--- src/rtl/main_pkg.sv ---
// Shared definitions for the stream load feeder.
// Holds the default stream/address widths and the run-control FSM state type.
package main_pkg;

    localparam int unsigned DATAW_DEF = 32;
    localparam int unsigned ADDRW_DEF = 16;

    typedef enum logic [1:0] {
        IDLE  = 2'd0,
        FETCH = 2'd1,
        DRAIN = 2'd2
    } state_t;

endpackage

--- src/rtl/stream_fifo.sv ---
// Synchronous per-stream operand buffer.
// Ports: clk, rst_n (async active-low), push/push_data (write side),
//        pop/head (read side; head is the current oldest word),
//        full, empty, count (occupancy, 0..DEPTH).
// A push into a full FIFO is accepted only when a pop frees a slot the same cycle.
module stream_fifo #(
    parameter int unsigned WIDTH = 32,
    parameter int unsigned DEPTH = 4
) (
    input  logic                   clk,
    input  logic                   rst_n,
    input  logic                   push,
    input  logic [WIDTH-1:0]       push_data,
    input  logic                   pop,
    output logic [WIDTH-1:0]       head,
    output logic                   full,
    output logic                   empty,
    output logic [$clog2(DEPTH):0] count
);

    localparam int unsigned AW = $clog2(DEPTH);

    logic [WIDTH-1:0] mem [DEPTH];
    logic [AW-1:0]    wr_ptr;
    logic [AW-1:0]    rd_ptr;
    logic             do_push;
    logic             do_pop;

    assign do_pop  = pop && !empty;
    assign do_push = push && (!full || do_pop);
    assign full    = (count == (AW+1)'(DEPTH));
    assign empty   = (count == '0);
    assign head    = mem[rd_ptr];

    // Pointers and occupancy; pointers wrap naturally since DEPTH is a power of two
    always_ff @(posedge clk or negedge rst_n) begin
        if (!rst_n) begin
            wr_ptr <= '0;
            rd_ptr <= '0;
            count  <= '0;
        end else begin
            if (do_push) wr_ptr <= wr_ptr + AW'(1);
            if (do_pop)  rd_ptr <= rd_ptr + AW'(1);
            case ({do_push, do_pop})
                2'b10:   count <= count + (AW+1)'(1);
                2'b01:   count <= count - (AW+1)'(1);
                default: ;
            endcase
        end
    end

    // Storage array, no reset needed
    always_ff @(posedge clk) begin
        if (do_push) mem[wr_ptr] <= push_data;
    end

endmodule

--- src/rtl/stream_load_feeder.sv ---
// Stream load feeder: fetches two operand vectors (vin0 at base0, vin1 at base1)
// from word-addressed memory with interleaved reads, buffers each stream in a
// stream_fifo and presents aligned pairs to a kernel.
// Ports: clk, rst (async active-low); start/nelem/base0/base1 (run setup);
//        mem_rd_req/mem_rd_addr/mem_rd_gnt (read request, held until granted);
//        mem_rd_valid/mem_rd_data (in-order responses);
//        vin0_stream_load/vin1_stream_load (operands), stall (0 = pair consumed),
//        sink_stall (downstream back-pressure); busy, done (one-cycle pulse).
// Optional: define STREAM_LOAD_FEEDER_PERF_EN to add perf_stall_cnt, a saturating
//           count of busy cycles with stall=1, cleared on accepted start.
module stream_load_feeder
    import main_pkg::*;
#(
    parameter int unsigned DATAW      = DATAW_DEF,
    parameter int unsigned ADDRW      = ADDRW_DEF,
    parameter int unsigned FIFO_DEPTH = 4
) (
    input  logic             clk,
    input  logic             rst,
    input  logic             start,
    input  logic [ADDRW-1:0] nelem,
    input  logic [ADDRW-1:0] base0,
    input  logic [ADDRW-1:0] base1,
    output logic             mem_rd_req,
    output logic [ADDRW-1:0] mem_rd_addr,
    input  logic             mem_rd_gnt,
    input  logic             mem_rd_valid,
    input  logic [DATAW-1:0] mem_rd_data,
    output logic [DATAW-1:0] vin0_stream_load,
    output logic [DATAW-1:0] vin1_stream_load,
    output logic             stall,
    input  logic             sink_stall,
    output logic             busy,
    output logic             done
`ifdef STREAM_LOAD_FEEDER_PERF_EN
    ,
    output logic [31:0]      perf_stall_cnt
`endif
);

    localparam int unsigned CW = $clog2(FIFO_DEPTH) + 1;
    localparam int unsigned NW = ADDRW + 1;

    state_t           state;
    logic [ADDRW-1:0] nelem_q, base0_q, base1_q;
    logic [ADDRW-1:0] req_idx, pop_cnt;
    logic [NW-1:0]    issue_cnt, gnt_cnt, total_req;
    logic             req_sel, rsp_sel, rsp_en;
    logic [CW-1:0]    resv0, resv1, cnt0, cnt1;
    logic [CW:0]      occ0, occ1;
    logic             full0, full1, empty0, empty1;
    logic [DATAW-1:0] head0, head1, last0, last1;
    logic             grant, can_issue, issue_now;
    logic             push0, push1, pop, last_pop;

    assign total_req = {nelem_q, 1'b0};
    assign grant     = mem_rd_req && mem_rd_gnt;

    // Credit: buffered words plus requests raised but not yet answered
    assign occ0      = (CW+1)'(cnt0) + (CW+1)'(resv0);
    assign occ1      = (CW+1)'(cnt1) + (CW+1)'(resv1);
    assign can_issue = (state == FETCH) && (issue_cnt != total_req) &&
                       ((req_sel ? occ1 : occ0) < (CW+1)'(FIFO_DEPTH));
    assign issue_now = (!mem_rd_req || mem_rd_gnt) && can_issue;

    // Responses alternate between the streams; rsp_en drops stale data after reset
    assign push0 = rsp_en && mem_rd_valid && !rsp_sel && (!full0 || pop);
    assign push1 = rsp_en && mem_rd_valid &&  rsp_sel && (!full1 || pop);

    assign pop      = !empty0 && !empty1 && !sink_stall;
    assign stall    = !pop;
    assign last_pop = pop && (state != IDLE) && ((pop_cnt + ADDRW'(1)) == nelem_q);

    // Heads drive the kernel directly on a pop; otherwise hold the last pair
    assign vin0_stream_load = pop ? head0 : last0;
    assign vin1_stream_load = pop ? head1 : last1;

    stream_fifo #(.WIDTH(DATAW), .DEPTH(FIFO_DEPTH)) u_fifo0 (
        .clk       (clk),
        .rst_n     (rst),
        .push      (push0),
        .push_data (mem_rd_data),
        .pop       (pop),
        .head      (head0),
        .full      (full0),
        .empty     (empty0),
        .count     (cnt0)
    );

    stream_fifo #(.WIDTH(DATAW), .DEPTH(FIFO_DEPTH)) u_fifo1 (
        .clk       (clk),
        .rst_n     (rst),
        .push      (push1),
        .push_data (mem_rd_data),
        .pop       (pop),
        .head      (head1),
        .full      (full1),
        .empty     (empty1),
        .count     (cnt1)
    );

    // Run control, request channel and bookkeeping
    always_ff @(posedge clk or negedge rst) begin
        if (!rst) begin
            state       <= IDLE;
            busy        <= 1'b0;
            done        <= 1'b0;
            nelem_q     <= '0;
            base0_q     <= '0;
            base1_q     <= '0;
            mem_rd_req  <= 1'b0;
            mem_rd_addr <= '0;
            req_sel     <= 1'b0;
            req_idx     <= '0;
            issue_cnt   <= '0;
            gnt_cnt     <= '0;
            rsp_sel     <= 1'b0;
            rsp_en      <= 1'b0;
            resv0       <= '0;
            resv1       <= '0;
            pop_cnt     <= '0;
            last0       <= '0;
            last1       <= '0;
        end else begin
            done <= 1'b0;

            // Request is only replaced once the current one is granted
            if (!mem_rd_req || mem_rd_gnt) begin
                mem_rd_req <= can_issue;
                if (can_issue) begin
                    mem_rd_addr <= (req_sel ? base1_q : base0_q) + req_idx;
                    req_sel     <= !req_sel;
                    if (req_sel) req_idx <= req_idx + ADDRW'(1);
                    issue_cnt   <= issue_cnt + NW'(1);
                end
            end

            if (grant) gnt_cnt <= gnt_cnt + NW'(1);
            resv0 <= resv0 + CW'(issue_now && !req_sel) - CW'(push0);
            resv1 <= resv1 + CW'(issue_now &&  req_sel) - CW'(push1);
            if (push0 || push1) rsp_sel <= !rsp_sel;

            if (pop) begin
                last0   <= head0;
                last1   <= head1;
                pop_cnt <= pop_cnt + ADDRW'(1);
            end

            case (state)
                IDLE: begin
                    if (start) begin
                        nelem_q   <= nelem;
                        base0_q   <= base0;
                        base1_q   <= base1;
                        req_sel   <= 1'b0;
                        req_idx   <= '0;
                        issue_cnt <= '0;
                        gnt_cnt   <= '0;
                        rsp_sel   <= 1'b0;
                        rsp_en    <= 1'b1;
                        resv0     <= '0;
                        resv1     <= '0;
                        pop_cnt   <= '0;
                        if (nelem == '0) begin
                            done <= 1'b1;
                        end else begin
                            state <= FETCH;
                            busy  <= 1'b1;
                        end
                    end
                end
                FETCH: begin
                    if (last_pop) begin
                        state <= IDLE;
                        busy  <= 1'b0;
                        done  <= 1'b1;
                    end else if (grant && ((gnt_cnt + NW'(1)) == total_req)) begin
                        state <= DRAIN;
                    end
                end
                DRAIN: begin
                    if (last_pop) begin
                        state <= IDLE;
                        busy  <= 1'b0;
                        done  <= 1'b1;
                    end
                end
                default: state <= IDLE;
            endcase
        end
    end

`ifdef STREAM_LOAD_FEEDER_PERF_EN
    // Saturating count of busy cycles in which the kernel is stalled
    always_ff @(posedge clk or negedge rst) begin
        if (!rst) begin
            perf_stall_cnt <= '0;
        end else if (start && (state == IDLE)) begin
            perf_stall_cnt <= '0;
        end else if (busy && stall && (perf_stall_cnt != 32'hFFFF_FFFF)) begin
            perf_stall_cnt <= perf_stall_cnt + 32'd1;
        end
    end
`endif

endmodule

--- config.mk ---
export PLATFORM = sky130hd
export DESIGN_NAME = stream_load_feeder
export DESIGN_NICKNAME = d
export VERILOG_FILES = /design/src/rtl/main_pkg.sv /design/src/rtl/stream_fifo.sv /design/src/rtl/stream_load_feeder.sv
export SDC_FILE = /design/constraint.sdc
export NUM_CORES = 1
export LEC_CHECK = 0
export ABC_CLOCK_PERIOD_IN_PS = 6100
export CORE_MARGIN = 2
export CORE_UTILIZATION = 26
export CTS_BUF_LIST = sky130_fd_sc_hd__clkbuf_8
export CTS_CLUSTER_DIAMETER = 60
export DETAILED_ROUTE_END_ITERATION = 8
export PLACE_DENSITY_LB_ADDON = 0.2
export SLEW_MARGIN = 20
export SYNTH_ARGS = -nofsm -noshare
export SYNTH_HDL_FRONTEND = slang
export SYNTH_SLANG_ARGS = --single-unit
--- constraint.sdc ---
create_clock -name clk -period 6.1 [get_ports clk]
set_input_delay 1.22 -clock clk [delete_from_list [all_inputs] [get_ports clk]]
set_output_delay 1.22 -clock clk [all_outputs]
set_load 0.1 [all_outputs]
==> out/results.env <==
MAX_TRANSITION_VIOLS_FINAL=0
FINAL.MIN_CLOCK_PERIOD_NS=4.33
SYN-MEAN-INSTANCE-AREA_UM2=12.8
CRITICAL-PATH-MAX-STAGE-DELAY_NS=0.55
CTS_TREE='done'
CRITPATHMOSTFREQUENTCELL='sky130_fd_sc_hd__nand2_1'
SYNTHCELLS=1651
YS.WARNINGS.COUNT=0
ESTIMATED_WIRELENGTH_OF_THE_DETAIL_PLACED_DESIGN_UM=34800
F_MAX_MHz=231
FINAL_NET_COUNT=1990
REQUIRED_NS=4.88
PORT_BUFFERS=169
SYNTH-SEQ-CELLS=478
MAX_STAGE_DELAY_CELL_WORST_PATH='sky130_fd_sc_hd__clkdlybuf4s50_1'
POSTROUTEANTENNANETS=0
TIMING_HOLD_VIOLATIONS_FINAL=0
CRITICAL_PATH.TOP_DELAY_FAMILY='buffers and inverters'
POSTSYNTH.TOPFLOPCELL='sky130_fd_sc_hd__edfxtp_1'
DRIVE_ABOVE_1_SHARE_PCT=16.8
IO_PINS=170
DESIGN.CORE.AREA_UM2=80400
POST-SYNTH-TOP-AREA-FRACTION_PCT=36.5
FINALWEIGHTEDCONGESTION=0.779
VIAS=13300
INTPOWER_mW=6.56
GLOBAL_ROUTE.OVERFLOW_TOTAL=0
CLK_LATENCY_NS=0.70
COMB_POWER_SHARE_PCT=37.8
POWER-PER-CELL-AREA_nW_PER_UM2=447
GRT_PASS1_VIAS=13800
DRT-TOTAL-WL_UM=54900
GRT_FIRST_PASS_WIRELENGTH_UM=84200
DETAIL_ROUTE.VIAS_PER_CELL=4.44
START_UTIL_PCT=26.2
WORST_PIN_SLEW_NS=0.992
CP.ARRIVAL_NS=3.11
DETAIL_ROUTE.FIRST_PASS.ITERATIONS=5
DIE_H_UM=289
YS_TYPES=71
POST_SYNTH_TOP_AREA_CELL='sky130_fd_sc_hd__edfxtp_1'
STATUS='finished, final reports clean'
CTS_HOLD_REPAIR.BUFFERS=0
DRT_ITER0_DRC=714
CLKSLEWWORSTSETUPHOLDPATHS_NS=0.05
FINAL_CRITICAL_PATH_SETUP_SLACK_NS=1.77
REG2REG_TO='resv1[2]'
SWITCHING_POWER_mW=4.97
PROPORTION_OF_TOTAL_POWER_DUE_TO_NET_SWITCHING_PCT=43.1
SETUP.WORST_PATH.START='sink_stall'
TIMING.SETUP.CRITICAL_PATH_CLASS='input port to output pin'
CLOCK_TREE.BUFFER_DEPTH=3
NUMBER_OF_ENABLE_FLIP_FLOP_CELLS_AFTER_SYNTHESIS=256
PER_CELL_ROUTED_WIRE_LENGTH_UM=18.3
PATH_CELLS='clkdlybuf4s50_1 > nor3_2 > buf_12 > nand2_1 > nand2_1 > buf_4'
TIMING.REG2REG.WORST_PATH_DEPTH=12
POWER.STATIC_LEAKAGE_nW=10.7
DIE_X_UM=289
FIN_SKEW_NS=0.0516
VDD_IR_DROP_MAX_V=0.000591
FINAL_MIN_PERIOD_OVER_CLOCK_PERIOD_PCT=71.1
WORST-PATH-STAGES=6
CLOCK_POWER_SHARE_PCT=27.5
MAXCAPVIOLATIONS=0
HOLDWS_NS=0.466
CP-ENDPOINT='vin0_stream_load[11]'
WORSTREG2REGSTART='req_sel'
REMAINING_ROUTING_DRC_VIOLATIONS=0
ASYNC_RESET_FF_SHARE_PCT=46.4
RESIZED_CELLS_POST_CTS=0
CTS_SINKS=478
SETUP_REPAIR_AFTER_GLOBAL_ROUTING_MISSED_ITS_MARGIN='false'
AREA_GROWTH_SYN_TO_LAYOUT_PCT=22.3
CLOCK_BUFFER_COUNT_FROM_CTS=92
HOLD_PATH.CLASS='flop to flop'
POWER.SHARE.SEQUENTIAL_PCT=34.7
WORST_PATH_BUFFER_PLUS_INVERTER_COUNT=3
CRIT_END_CATEGORY='output pin'
CLOCK_TREE.HTREE_LEVEL_COUNT=3
POST_CTS_SETUP_BUFFER_COUNT=0
CRITPATHMAXFANOUT=77
SETUP_TOTAL_NEGATIVE_SLACK_NS=0
CTS-ROOT-BUF='sky130_fd_sc_hd__clkbuf_8'
SLEW_HEADROOM_PCT=33.6
FULL_DIE_AREA_UM2=83300
FINALSETUPVIOLATIONS=0
SYNTH.TOP_CELLS.BY_AREA='sky130_fd_sc_hd__edfxtp_1 (36%), sky130_fd_sc_hd__dfrtp_1 (26%), sky130_fd_sc_hd__nand2_1 (6.9%)'
GR-USAGE-ALL-LAYERS_PCT=13.3
YS_SEQ_AREA_SHARE_PCT=62.9
SYNTHESIS.NETS=1783
TIMING.REG2REG.SETUP_SLACK_NS=2.41
ROWS=104
LARGEST_NET_DEGREE_AT_THE_START_OF_GLOBAL_ROUTING=115
ANTENNA_FOUND_INITIAL=4
SETUP.WORST_PATH.START_CLASS='input port'
PRE_CTS_SLACK_NS=1.69
SYN_AREA_UM2=21100
metal layers:
layer,wire [µm],vias up,global-route usage [%]
met4,1260,4,4.23
met3,2370,90,2.84
li1,-,6295,-
met2,26600,243,22.0
met5,18,-,0
met1,24600,6644,17.4
area by class of cell:
cell class / count / area (µm²)
Antenna cell: 1 / 2.50
Clock buffer: 102 / 1400
Clock inverter: 64 / 434
Fill cell: 8025 / 54700
Inverter: 34 / 128
Multi-Input combinational cell: 1063 / 7400
Sequential cell: 478 / 13300
Tap cell: 1060 / 1330
Timing Repair Buffer: 189 / 1820
how the worst min path moves through the flow:
stage	startpoint	to	slack (ns)	depth (start not counted)
after floorplan	base1_q[0]	base1_q[0]	0.44	2
final	base0_q[14]	base0_q[14]	0.47	2
after global placement	last0[26]	last0[26]	0.46	2
after CTS	base0_q[14]	base0_q[14]	0.47	2
after global routing	last0[17]	last0[17]	0.49	2
after detailed placement	base0_q[14]	base0_q[14]	0.46	2
synth_stat cells, drive strengths merged (29+ instances only):
library cell / count
nand2: 390
edfxtp: 256
clkbuf: 54
ha: 41
inv: 34
o21ai: 29
dfrtp: 222
nor2: 94
nand3: 32
xor2: 78
xnor2: 59
mux4: 64
tightest hold or removal path: cells and delay by family (launching register included):
family	cells	cell delay, ns
flip-flops	1	0.33
AND/OR/NAND/NOR	2	0.10
through the flow:
stage	std cells	utilization, %	instance area (µm²)	total power [mW]
finish	2991	32.0	25800	11.5
detailed placement	2823	29.7	23900	8.51
global route	2991	32.0	25800	12.1
global placement	2823	29.7	23900	8.48
floorplan	1651	-	21100	7.32
CTS	2989	32.0	25700	11.8
registers in the layout, indices dropped and copies added, names as in the netlist, 16 cells and up:
| name | count |
|---|---|
| nelem_q | 16 |
| base1_q | 16 |
| base0_q | 16 |
| last0 | 32 |
| pop_cnt | 16 |
| req_idx | 16 |
| mem_rd_addr | 16 |
| u_fifo0.mem | 128 |
| issue_cnt | 17 |
| gnt_cnt | 17 |
| last1 | 32 |
| u_fifo1.mem | 128 |
power groups by stage:
stage          clock network [mW]  registers, mW  logic (mW)
4_1_cts                      3.31           4.02        4.44
3_5_place_dp                    0           4.08        4.43
2_1_floorplan                   0           3.83        3.49
3_3_place_gp                    0           4.07        4.41
5_1_grt                      3.43           4.06        4.59
6_report                     3.17           4.00        4.36
layout by cell type (no fill, tap or decap), types with 28 or more instances in the layout:
master / instances
sky130_fd_sc_hd__nand2_1: 390
sky130_fd_sc_hd__edfxtp_1: 256
sky130_fd_sc_hd__dfrtp_1: 220
sky130_fd_sc_hd__clkdlybuf4s50_1: 103
sky130_fd_sc_hd__clkbuf_8: 102
sky130_fd_sc_hd__nor2_1: 94
sky130_fd_sc_hd__xor2_1: 78
sky130_fd_sc_hd__buf_4: 75
sky130_fd_sc_hd__inv_1: 70
sky130_fd_sc_hd__mux4_2: 64
sky130_fd_sc_hd__xnor2_1: 59
sky130_fd_sc_hd__ha_1: 41
sky130_fd_sc_hd__nand3_1: 31
sky130_fd_sc_hd__o21ai_0: 28
logic make-up after synthesis:
family	after synthesis	synth area share [%]
simple gates	676	14.5
flops	478	62.9
xor+xnor	137	5.70
compound gates	111	3.61
buf+inv	110	2.08
mux	93	8.36
fa+ha+maj	46	2.91
(Power assumes the default switching activity.)
